$ cat src/rtl/uart_tx_scheduler_pkg.sv
// Shared definitions for the UART transmit scheduler.
//   SYNC_TAG      upper nibble(s) of the header word; low nibble carries the channel id
//   state_t       scheduler FSM states
//   guard_cycles  clocks to wait after reset so an in-flight uart_tx word can drain
package uart_tx_scheduler_pkg;

   localparam logic [7:0] SYNC_TAG = 8'hA0;

   typedef enum logic [1:0] {
      ST_GUARD = 2'd0,
      ST_IDLE  = 2'd1,
      ST_SEND  = 2'd2
   } state_t;

   // One full word (start + data + stop) plus one spare bit time, in clocks.
   function automatic int guard_cycles(input int word_width, input int stop_bits, input int shift);
      return (word_width + stop_bits + 2) << shift;
   endfunction

endpackage

$ cat src/rtl/uart_tx_scheduler_rr_arbiter.sv
// Round-robin arbiter: picks the first asserted request at or after ptr,
// wrapping modulo N_CH.
//   req    in   N_CH  request vector
//   ptr    in   ID_W  highest-priority channel this round
//   grant  out  N_CH  one-hot grant (zero when no request)
//   idx    out  ID_W  index of the granted channel
//   any    out  1     at least one request present
module uart_tx_scheduler_rr_arbiter
   import uart_tx_scheduler_pkg::*;
#(
   parameter int N_CH = 4,
   parameter int ID_W = (N_CH > 1) ? $clog2(N_CH) : 1
) (
   input  logic [N_CH-1:0] req,
   input  logic [ID_W-1:0] ptr,
   output logic [N_CH-1:0] grant,
   output logic [ID_W-1:0] idx,
   output logic            any
);

   logic [ID_W-1:0] cand;

   always_comb begin
      grant = '0;
      idx   = '0;
      any   = 1'b0;
      cand  = '0;
      for (int i = 0; i < N_CH; i++) begin
         cand = ID_W'((int'(ptr) + i) % N_CH);
         if (!any && req[cand]) begin
            any         = 1'b1;
            idx         = cand;
            grant[cand] = 1'b1;
         end
      end
   end

endmodule

$ cat src/rtl/uart_tx_scheduler.sv
// Shares one uart_tx serializer between N_CH frame requesters.
// Each granted frame goes out as an optional header word {SYNC_TAG, ch_id}
// followed by FRAME_WORDS data words, word 0 first.
//   clk         in   system clock
//   rst_n       in   synchronous active-low reset
//   req         in   per-channel frame request (level)
//   req_data    in   frames, channel c at [c*FRAME_WORDS*WORD_WIDTH +: FRAME_WORDS*WORD_WIDTH]
//   ack         out  one-clock pulse when a channel's frame is fully sent
//   busy        out  high in any state other than IDLE
//   grant_id    out  channel currently being sent
//   uart_din    out  word to uart_tx
//   uart_start  out  uart_tx tx_start
//   uart_done   in   uart_tx tx_done
//
// state    | meaning
// ST_GUARD | after reset: uart_start held low while uart_tx drains any old word
// ST_IDLE  | waiting for a request; grants on the next edge
// ST_SEND  | frame latched; advance one word per rising edge of uart_done
module uart_tx_scheduler
   import uart_tx_scheduler_pkg::*;
#(
   parameter int N_CH        = 4,
   parameter int WORD_WIDTH  = 8,
   parameter int FRAME_WORDS = 4,
   parameter int HEADER      = 1,
   parameter int SHIFT       = 1,
   parameter int STOP_BITS   = 1,
   localparam int ID_W       = (N_CH > 1) ? $clog2(N_CH) : 1
) (
   input  logic                              clk,
   input  logic                              rst_n,
   input  logic [N_CH-1:0]                   req,
   input  logic [N_CH*FRAME_WORDS*WORD_WIDTH-1:0] req_data,
   output logic [N_CH-1:0]                   ack,
   output logic                              busy,
   output logic [ID_W-1:0]                   grant_id,
   output logic [WORD_WIDTH-1:0]             uart_din,
   output logic                              uart_start,
   input  logic                              uart_done
);

   localparam int FRAME_W   = FRAME_WORDS * WORD_WIDTH;
   localparam int N_WORDS   = FRAME_WORDS + HEADER;
   localparam int CNT_W     = $clog2(N_WORDS + 1);
   localparam int GUARD_CYC = guard_cycles(WORD_WIDTH, STOP_BITS, SHIFT);
   localparam int GCNT_W    = $clog2(GUARD_CYC + 1);
   localparam logic [WORD_WIDTH-1:0] SYNC_W = WORD_WIDTH'(SYNC_TAG);

   state_t              state, state_n;
   logic [GCNT_W-1:0]   gcnt, gcnt_n;
   logic [CNT_W-1:0]    word_idx, word_n;
   logic [FRAME_W-1:0]  frame_q, frame_n;
   logic [ID_W-1:0]     grant_q, grant_n;
   logic [N_CH-1:0]     goh_q, goh_n;
   logic [ID_W-1:0]     ptr, ptr_n;
   logic [WORD_WIDTH-1:0] din_q, din_n;
   logic                start_q, start_n;
   logic [N_CH-1:0]     ack_q, ack_n;
   logic                done_q;

   logic [N_CH-1:0]     arb_grant;
   logic [ID_W-1:0]     arb_idx;
   logic                arb_any;
   logic [FRAME_W-1:0]  frame_in;
   logic                done_rise;
   logic                last;

   uart_tx_scheduler_rr_arbiter #(.N_CH(N_CH), .ID_W(ID_W)) u_arb (
      .req   (req),
      .ptr   (ptr),
      .grant (arb_grant),
      .idx   (arb_idx),
      .any   (arb_any)
   );

   function automatic logic [WORD_WIDTH-1:0] word_of(input logic [CNT_W-1:0]   k,
                                                     input logic [FRAME_W-1:0] f,
                                                     input logic [ID_W-1:0]    g);
      logic [WORD_WIDTH-1:0] w;
      if (HEADER != 0 && k == '0)
         w = {SYNC_W[WORD_WIDTH-1:4], 4'(g)};
      else
         w = f[(int'(k) - HEADER) * WORD_WIDTH +: WORD_WIDTH];
      return w;
   endfunction

   assign frame_in  = req_data[int'(arb_idx) * FRAME_W +: FRAME_W];
   assign done_rise = uart_done & ~done_q;
   assign last      = (word_idx == CNT_W'(N_WORDS - 1));

   always_comb begin
      state_n = state;
      gcnt_n  = gcnt;
      word_n  = word_idx;
      frame_n = frame_q;
      grant_n = grant_q;
      goh_n   = goh_q;
      ptr_n   = ptr;
      din_n   = din_q;
      start_n = start_q;
      ack_n   = '0;
      case (state)
         ST_GUARD: begin
            start_n = 1'b0;
            if (gcnt == '0)
               state_n = ST_IDLE;
            else
               gcnt_n = gcnt - 1'b1;
         end
         ST_IDLE: begin
            if (arb_any) begin
               state_n = ST_SEND;
               grant_n = arb_idx;
               goh_n   = arb_grant;
               frame_n = frame_in;
               word_n  = '0;
               din_n   = word_of('0, frame_in, arb_idx);
               start_n = 1'b1;
            end
         end
         ST_SEND: begin
            // uart_start stays high between words so uart_tx picks up the
            // next word the moment it returns to idle.
            if (done_rise) begin
               if (last) begin
                  start_n = 1'b0;
                  ack_n   = goh_q;
                  ptr_n   = (grant_q == ID_W'(N_CH - 1)) ? '0 : grant_q + 1'b1;
                  state_n = ST_IDLE;
               end else begin
                  word_n = word_idx + 1'b1;
                  din_n  = word_of(word_idx + 1'b1, frame_q, grant_q);
               end
            end
         end
         default: state_n = ST_GUARD;
      endcase
   end

   always_ff @(posedge clk) begin
      if (!rst_n) begin
         state    <= ST_GUARD;
         gcnt     <= GCNT_W'(GUARD_CYC - 1);
         word_idx <= '0;
         frame_q  <= '0;
         grant_q  <= '0;
         goh_q    <= '0;
         ptr      <= '0;
         din_q    <= '0;
         start_q  <= 1'b0;
         ack_q    <= '0;
         done_q   <= 1'b0;
      end else begin
         state    <= state_n;
         gcnt     <= gcnt_n;
         word_idx <= word_n;
         frame_q  <= frame_n;
         grant_q  <= grant_n;
         goh_q    <= goh_n;
         ptr      <= ptr_n;
         din_q    <= din_n;
         start_q  <= start_n;
         ack_q    <= ack_n;
         done_q   <= uart_done;
      end
   end

   assign busy       = (state != ST_IDLE);
   assign grant_id   = grant_q;
   assign uart_din   = din_q;
   assign uart_start = start_q;
   assign ack        = ack_q;

endmodule

$ cat config.mk
export PLATFORM = sky130hd
export DESIGN_NAME = uart_tx_scheduler
export DESIGN_NICKNAME = d
export VERILOG_FILES = /design/src/rtl/uart_tx_scheduler_pkg.sv /design/src/rtl/uart_tx_scheduler_rr_arbiter.sv /design/src/rtl/uart_tx_scheduler.sv
export SDC_FILE = /design/constraint.sdc
export NUM_CORES = 1
export LEC_CHECK = 0
export ABC_AREA = 1
export CORE_MARGIN = 2
export CORE_UTILIZATION = 35
export DETAILED_ROUTE_END_ITERATION = 10
export GPL_TIMING_DRIVEN = 0
export PLACE_DENSITY_LB_ADDON = 0.1
export SETUP_SLACK_MARGIN = 0.3
export SYNTH_ARGS = -nofsm -noshare
export SYNTH_HDL_FRONTEND = slang
export SYNTH_HIERARCHICAL = 1
export SYNTH_SLANG_ARGS = --single-unit
$ cat constraint.sdc
create_clock -name clk -period 2.6 [get_ports clk]
set_clock_uncertainty 0.2 [all_clocks]
set_input_delay 0.52 -clock clk [delete_from_list [all_inputs] [get_ports clk]]
set_output_delay 0.52 -clock clk [all_outputs]
set_load 0.02 [all_outputs]
==> results.md, run 1 <==
* Prevailing post-synth register cell: sky130_fd_sc_hd__dfxtp_1
* N_diodes at 0
* Number of buffers inserted during clock tree synthesis at 9
* Static leakage power at 3.101 nW
* Mapped Nets at 818
* Total wire length after detailed routing at 15770 um
* Reg2Reg Depth at 14
* Top cell type's share of synthesized area at 30.53%
* Clock tree from TritonCTS: yes
* Sort of element at the end of the critical path: register
* Worst flop-to-flop path startpoint: ptr[0]
* Required @ worst endpoint at between 2 and 3 ns
* Detailed-route via count at 5198
* Design area at 7271 um2
* Fraction of the cycle the final worst path needs at 95.96%
* Total clock sinks at 64
* Count of final setup violators at 0
* Clock network latency to the later pin of the worst-skew pair at 0.33 ns
* Synthesis-to-layout area growth at 73.26%
* Placeable Area at 11560 um2
* Pin slew with the least headroom to its limit at about 0.65 ns
* Via count of the first global-routing pass at ~5000
* Highest achievable clock rate at approximately 0.40 GHz
* Hold wc startpoint: goh_q[0]
* Hold Path Class: reg2reg
* Antenna Nets Post-Route at 0
* Post-DP HPWL at 11450 um
* Average via count per standard cell at 5.167
* Core Rows at 39
* Die Width at 113.5 um
* Layout cell share with drive strength beyond 1 at about a quarter
* Final weighted congestion in routability-driven placement at about 0.83
* Maximum number of buffers from clock root to sink at 2
* Post-synth design cell area at between 4000 and 5000 um2
* Relative slew slack at 56.92%
* Number of instances on the worst hold path at 2
* Async set-reset flop share out of synthesis at 0%
* Final Net Count at 1005
* Worst supply voltage drop on vdd at 0.3123 mV
* Area occupied by multi-input gates at 2913 um2
* Crit Path Class: reg2reg
* Max Transition Viols Final at 0
* Wire length of the first global-routing pass at 24630 um
* Gate count after technology mapping at about 670
* Outcome: finished clean
* Total placed instance area at 5916 um2
* Maximum fanout along the worst path at 8
* Layout filler cell count at ~1100
* Global-route usage over all layers at around a quarter
* Clock root buffer master: sky130_fd_sc_hd__clkbuf_16
* Maximum number of pins on one net before global-route repair at 11
* H-tree levels at 3
* Drt pass-1 iters at 5
* Number of synthesized flops with an enable pin at 0
* Setup_tns at 0 ns
* RSZ-0062 raised after global routing: true
* Clk slew on worst S/H paths at 0.05 ns
* DRC at 0
* Seq. cell area at 1291 um2
* Total power density per cell area at 402.3 nW/um2
* Most used standard cells in the synthesized netlist: 116 x sky130_fd_sc_hd__o21ai_0, 96 x sky130_fd_sc_hd__inv_1, 90 x sky130_fd_sc_hd__nor2_1
* Routed wire per std cell at 15.68 um
* Mean instance size in the synthesized netlist at between 6 and 7 um2
* Number of maximum-capacitance violations at 0
* Launching element of the worst setup path: ptr[0]
* Tmin final at 2.495 ns
* Overall die height at 113.5 um
* Final standard cell utilization of the core at between 60% and 70%
* Cell type with the highest aggregate area in the netlist: sky130_fd_sc_hd__dfxtp_1
* Number of violations reported at the end of detailed-routing iteration 0 at 280
* Number of antenna violations at the first check in global routing at 0
* Type of origin of the critical path: register
* Register bit total from synthesis at 64
* Biggest area contributors in the synthesized netlist: sky130_fd_sc_hd__dfxtp_1 31%, sky130_fd_sc_hd__o21ai_0 14%, sky130_fd_sc_hd__inv_1 8.6%
* Global route overflow at 0
* Cell with the most instances after synthesis: sky130_fd_sc_hd__o21ai_0
* Number of warning messages in the yosys log at 6
* Final Hold Fails at 0
* Count of cell types in the netlist at 27
* Sequential-to-total area share from yosys stat at a little under a third
* Arrival time reported for the critical path endpoint at 2.51 ns
* Starting density of the core at 36.29%
* Port buffer count at 149
* I/O pins at 151
* Overall die area at roughly 13000 um2
==> logic make-up after synthesis <==
group                      synth area share, %
DFF                                      30.53
xor gates and xnor gates                0.2087
and+or+nand+nor                          24.15
AOI/OAI and AO/OA                        28.27
adders and majority gates                3.280
buffers and inverters                    13.57
==> repair_timing <==
item / in CTS / in global routing
setup buffers: 16 / 4
resized for setup: 186 / 118
hold endpoints to repair: 0 / 0
gates cloned: 4 / 3
pin swaps: 36 / 23
hold buffers: 0 / 0
setup endpoints to repair: 52 / 53
==> worst max-delay path: stages, from the launching register on <==
cell	delay, ns
sky130_fd_sc_hd__dfxtp_4	0.39
sky130_fd_sc_hd__inv_8	0.04
sky130_fd_sc_hd__ha_4	0.26
sky130_fd_sc_hd__inv_4	0.07
sky130_fd_sc_hd__nand3_1	0.07
sky130_fd_sc_hd__nand2_1	0.10
sky130_fd_sc_hd__nor2_4	0.07
sky130_fd_sc_hd__a21oi_2	0.17
sky130_fd_sc_hd__nand3_4	0.18
sky130_fd_sc_hd__buf_8	0.20
sky130_fd_sc_hd__clkbuf_16	0.16
sky130_fd_sc_hd__o21ai_2	0.15
sky130_fd_sc_hd__o22ai_2	0.10
sky130_fd_sc_hd__o21ai_1	0.15
sky130_fd_sc_hd__inv_1	0.05
==> report_power, final <==
| part | internal (mW) | switching (mW) | leakage, nW |
|---|---|---|---|
| Sequential | 0.998 | 0.0104 | 0.519 |
| Clock | 0.757 | 0.419 | 0.145 |
| Combinational | 0.396 | 0.345 | 2.44 |
| Total | 2.15 | 0.774 | 3.10 |
==> layout by cell type, fill, tap and decap left out, types with 4 or more instances in the layout <==
cell,n
sky130_fd_sc_hd__a21boi_0,4
sky130_fd_sc_hd__a21oi_1,58
sky130_fd_sc_hd__a21oi_2,8
sky130_fd_sc_hd__buf_4,15
sky130_fd_sc_hd__buf_6,12
sky130_fd_sc_hd__buf_8,7
sky130_fd_sc_hd__clkbuf_1,10
sky130_fd_sc_hd__clkbuf_16,15
sky130_fd_sc_hd__clkbuf_2,5
sky130_fd_sc_hd__clkbuf_8,7
sky130_fd_sc_hd__clkdlybuf4s50_1,145
sky130_fd_sc_hd__dfxtp_1,60
sky130_fd_sc_hd__dlygate4sd2_1,4
sky130_fd_sc_hd__ha_1,9
sky130_fd_sc_hd__inv_1,92
sky130_fd_sc_hd__nand2_1,78
sky130_fd_sc_hd__nand2_2,17
sky130_fd_sc_hd__nand3_1,20
sky130_fd_sc_hd__nand3_4,4
sky130_fd_sc_hd__nand4_1,13
sky130_fd_sc_hd__nor2_1,59
sky130_fd_sc_hd__nor2_2,26
sky130_fd_sc_hd__nor2_4,10
sky130_fd_sc_hd__o211ai_1,5
sky130_fd_sc_hd__o21ai_0,28
sky130_fd_sc_hd__o21ai_1,48
sky130_fd_sc_hd__o21ai_2,34
sky130_fd_sc_hd__o21ai_4,6
sky130_fd_sc_hd__o22ai_1,9
sky130_fd_sc_hd__o22ai_2,23
==> stage by stage <==
step | instances | worst slack (ns) | total power, mW | hold WS [ns]
after floorplan | 672 | 0.3125 | 1.262 | 0.2160
after global placement | 964 | -0.8695 | 1.548 | 0.2256
after detailed placement | 964 | -0.8957 | 1.557 | 0.2345
after CTS | 999 | 0.1243 | 2.851 | 0.2394
after global routing | 1006 | -0.06967 | 3.048 | 0.2602
final | 1006 | 0.1050 | 2.925 | 0.2422
==> state kept, by name (all words and copies together) (netlist names) <==
| name | flops |
|---|---|
| uart_start | 1 |
| goh_q | 4 |
| grant_id | 2 |
| gcnt | 5 |
| frame_q | 32 |
| state | 2 |
| word_idx | 3 |
| uart_din | 8 |
| ptr | 2 |
| done_q | 1 |
| ack | 4 |
==> per-layer routing <==
layer / vias up / share of wire, % / GRT usage, % / wire [um]
met2: 161 / 52 / 45.19 / 8184
met5: - / 0 / 0 / 0
met4: 0 / 1.9 / 8.130 / 304
met3: 22 / 4.4 / 3.560 / 701
li1: 2603 / - / - / -
met1: 2412 / 42 / 27.78 / 6581
==> worst paths after layout <==
| path | endpoint | slack, ns |
|---|---|---|
| hold / removal | ack[0] | 0.24 |
| hold reg to reg | ack[0] | 0.24 |
| setup / recovery | frame_q[20] | 0.11 |
| setup reg to reg | frame_q[20] | 0.11 |
==> cell type report <==
| cell class | instances | share of cell area (%) |
|---|---|---|
| plain buffers | 38 | 5.799 |
| flip-flops and latches | 64 | 17.76 |
| repair inverters | 1 | 0.1549 |
| well taps | 143 | 2.461 |
| repair buffers | 175 | 24.09 |
| clock buffers | 11 | 3.339 |
| multi-input cells | 468 | 40.06 |
| inverters | 102 | 5.713 |
| clock inverters | 4 | 0.6195 |
(Power assumes the default switching activity.)
==> run 2, diff against run 1 <==
--- a/config.mk
+++ b/config.mk
@@ -8,6 +8,7 @@
 export ABC_AREA = 1
 export CORE_MARGIN = 2
 export CORE_UTILIZATION = 35
+export CTS_BUF_LIST = sky130_fd_sc_hd__clkbuf_8
 export DETAILED_ROUTE_END_ITERATION = 10
 export GPL_TIMING_DRIVEN = 0
 export PLACE_DENSITY_LB_ADDON = 0.1
==> results.md, run 2 (same netlist as run 1, synthesis figures left out) <==
* Outcome: finished clean
* Wire length of the first global-routing pass at between 20000 and 25000 um
* Fraction of the cycle the final worst path needs at 96.54%
* Leading cell type in the layout, fill and taps excluded: sky130_fd_sc_hd__clkdlybuf4s50_1
* Layout cell share with drive strength beyond 1 at 22.54%
* Global route overflow at 0
* Average via count per standard cell at 5.120
* Hold Path Class: reg2reg
* Flop pwr share at between 30 and 40%
* Commonest cells after routing, fill and taps aside: 145 x sky130_fd_sc_hd__clkdlybuf4s50_1, 92 x sky130_fd_sc_hd__inv_1, 77 x sky130_fd_sc_hd__nand2_1, 72 x sky130_fd_sc_hd__nor2_1, 60 x sky130_fd_sc_hd__dfxtp_1
* Required @ worst endpoint at approximately 2.6 ns
* Placement-stage worst setup slack at -0.8957 ns
* Switching component of the power at 0.7126 mW
* Fin worst setup slack at between 0.09 and 0.1 ns
* Count of final setup violators at 0
* Flip-flop count of the largest register after layout at 32
* Number of buffers added to fix hold violations after cts at 0
* Overall die area at approximately 13000 um2
* Area occupied by multi-input gates at between 2000 and 3000 um2
* Clock tree from TritonCTS: yes
* Sort of element at the end of the critical path: register
* Worst supply voltage drop on vdd at around 0.23 mV
* Routed wire per std cell at 15.82 um
* Clock group share of total power at 32.9%
* Crit Path Class: reg2reg
* Total power density per cell area at roughly 360 nW/um2
* Design Power at roughly 2.5 mW
* Number of maximum-capacitance violations at 0
* Switching part of the total at 28.10%
* Number of violations reported at the end of detailed-routing iteration 0 at between 200 and 300
* Clock network latency to the later pin of the worst-skew pair at 0.34 ns
* Number of antenna violations at the first check in global routing at 0
* DRC at 0
* Worst-path cell with the longest stage delay: sky130_fd_sc_hd__dfxtp_4
* Placeable Area at around 12000 um2
* Number of buffers inserted during clock tree synthesis at 9
* Maximum number of pins on one net before global-route repair at 11
* Layout filler cell count at 1067
* Drt pass-1 iters at 4
* Starting density of the core at 36.29%
* Logic gate share of total power at 27.5%
* Detailed-route via count at 5161
* I/O pins at between 150 and 200
* Die Width at 113.5 um
* RSZ-0062 raised after global routing: true
* Final Hold Fails at 0
* Tmin final at roughly 2.5 ns
* Cell family contributing the most delay on the critical path: compound AO/OA/AOI/OAI gates
* Arrival time reported for the critical path endpoint at 2.55 ns
* H-tree levels at 3
* Global-route usage over all layers at 23.99%
* Relative slew slack at 54.88%
* Total wire length after detailed routing at 15940 um
* Post-DP HPWL at approximately 11000 um
* Max Transition Viols Final at 0
* Port buffer count at roughly 150
* Number of buffer and inverter stages on the critical path at 4
* Via count of the first global-routing pass at roughly 5000
* Register name with the most flops: frame_q
* Type of origin of the critical path: register
* Overall die height at 113.5 um
* Static leakage power at a little over 3 nW
* Pin slew with the least headroom to its limit at 0.6767 ns
* Worst path max stage delay at 0.40 ns
* Clock root buffer master: sky130_fd_sc_hd__clkbuf_8
* Cell chain of the critical path: inv_8, ha_4, inv_4, nand3_1, nand2_1, nor2_4, a21oi_2, nand3_4, clkbuf_4, o21ai_0, o22ai_2, o21ai_1, inv_1
* N_diodes at 0
* Maximum fanout along the worst path at 10
* Seq. cell area at around 1300 um2
* Final weighted congestion in routability-driven placement at approximately 0.83
* Final Net Count at just over 1000
* Total clock sinks at 64
* Core Rows at 39
* Internal Pwr Total at 1.824 mW
* Final standard cell utilization of the core at 60.93%
* Highest achievable clock rate at 0.3984 GHz
* Clk slew on worst S/H paths at 0.07 ns
* Synthesis-to-layout area growth at 67.92%
* Maximum number of buffers from clock root to sink at 2
* Antenna Nets Post-Route at 0
run 2: repair_timing:
action / CTS / global route
cloned: 5 / 3
setup endpoints to repair: 53 / 52
gates resized for setup: 169 / 82
pin swaps: 34 / 34
buffers inserted: 16 / 5
run 2: final cells by class:
cell class	count	share of cell area, %
Buffer	38	5.771
Clock buffer	10	1.953
Clock inverter	5	0.6925
Inverter	102	5.895
Multi-Input combinational cell	468	39.36
Sequential cell	64	18.32
Tap cell	143	2.539
Timing Repair Buffer	177	25.34
Timing Repair inverter	1	0.1243
run 2: power by group through the flow:
stage / sequential (mW) / clock, mW / combinational [mW]
global placement: 1.03 / 0 / 0.520
detailed placement: 1.03 / 0 / 0.529
floorplan: 1.03 / 0 / 0.236
CTS: 1.01 / 0.843 / 0.644
finish: 1.01 / 0.833 / 0.696
global route: 1.01 / 0.899 / 0.753
run 2: worst paths after layout:
check	from	end	slack [ns]	depth (start not counted)
max	ptr[0]	frame_q[4]	0.09	13
min	goh_q[1]	ack[1]	0.25	2
min reg2reg	goh_q[1]	ack[1]	0.25	2
max reg2reg	ptr[0]	frame_q[4]	0.09	13
run 2: worst reg2reg max path: stages (launching register included):
cell and delay [ns]:
sky130_fd_sc_hd__dfxtp_4 0.40, sky130_fd_sc_hd__inv_8 0.04, sky130_fd_sc_hd__ha_4 0.26, sky130_fd_sc_hd__inv_4 0.07
sky130_fd_sc_hd__nand3_1 0.07, sky130_fd_sc_hd__nand2_1 0.10, sky130_fd_sc_hd__nor2_4 0.07, sky130_fd_sc_hd__a21oi_2 0.17
sky130_fd_sc_hd__nand3_4 0.20, sky130_fd_sc_hd__clkbuf_4 0.25, sky130_fd_sc_hd__o21ai_0 0.29, sky130_fd_sc_hd__o22ai_2 0.13
sky130_fd_sc_hd__o21ai_1 0.12, sky130_fd_sc_hd__inv_1 0.04
run 2: routing by layer:
layer  part of all wire, %  wire length, um  track usage, %  up-vias
li1                      -                -               -     2598
met1                    41             6613           27.97     2375
met5                     0                0               0        -
met2                    51             8204           44.87      169
met4                   1.7              279           6.667        0
met3                   5.3              847           4.357       19
run 2: through the flow:
stage	instance area [um2]	TNS (ns)	hold slack, ns	std cells
floorplan	4245	0	0.2160	672
global placement	5916	-28.67	0.2256	964
detailed placement	5916	-29.39	0.2345	964
CTS	6716	0	0.2419	1000
global route	7047	-0.8318	0.2628	1008
finish	7047	0	0.2464	1008
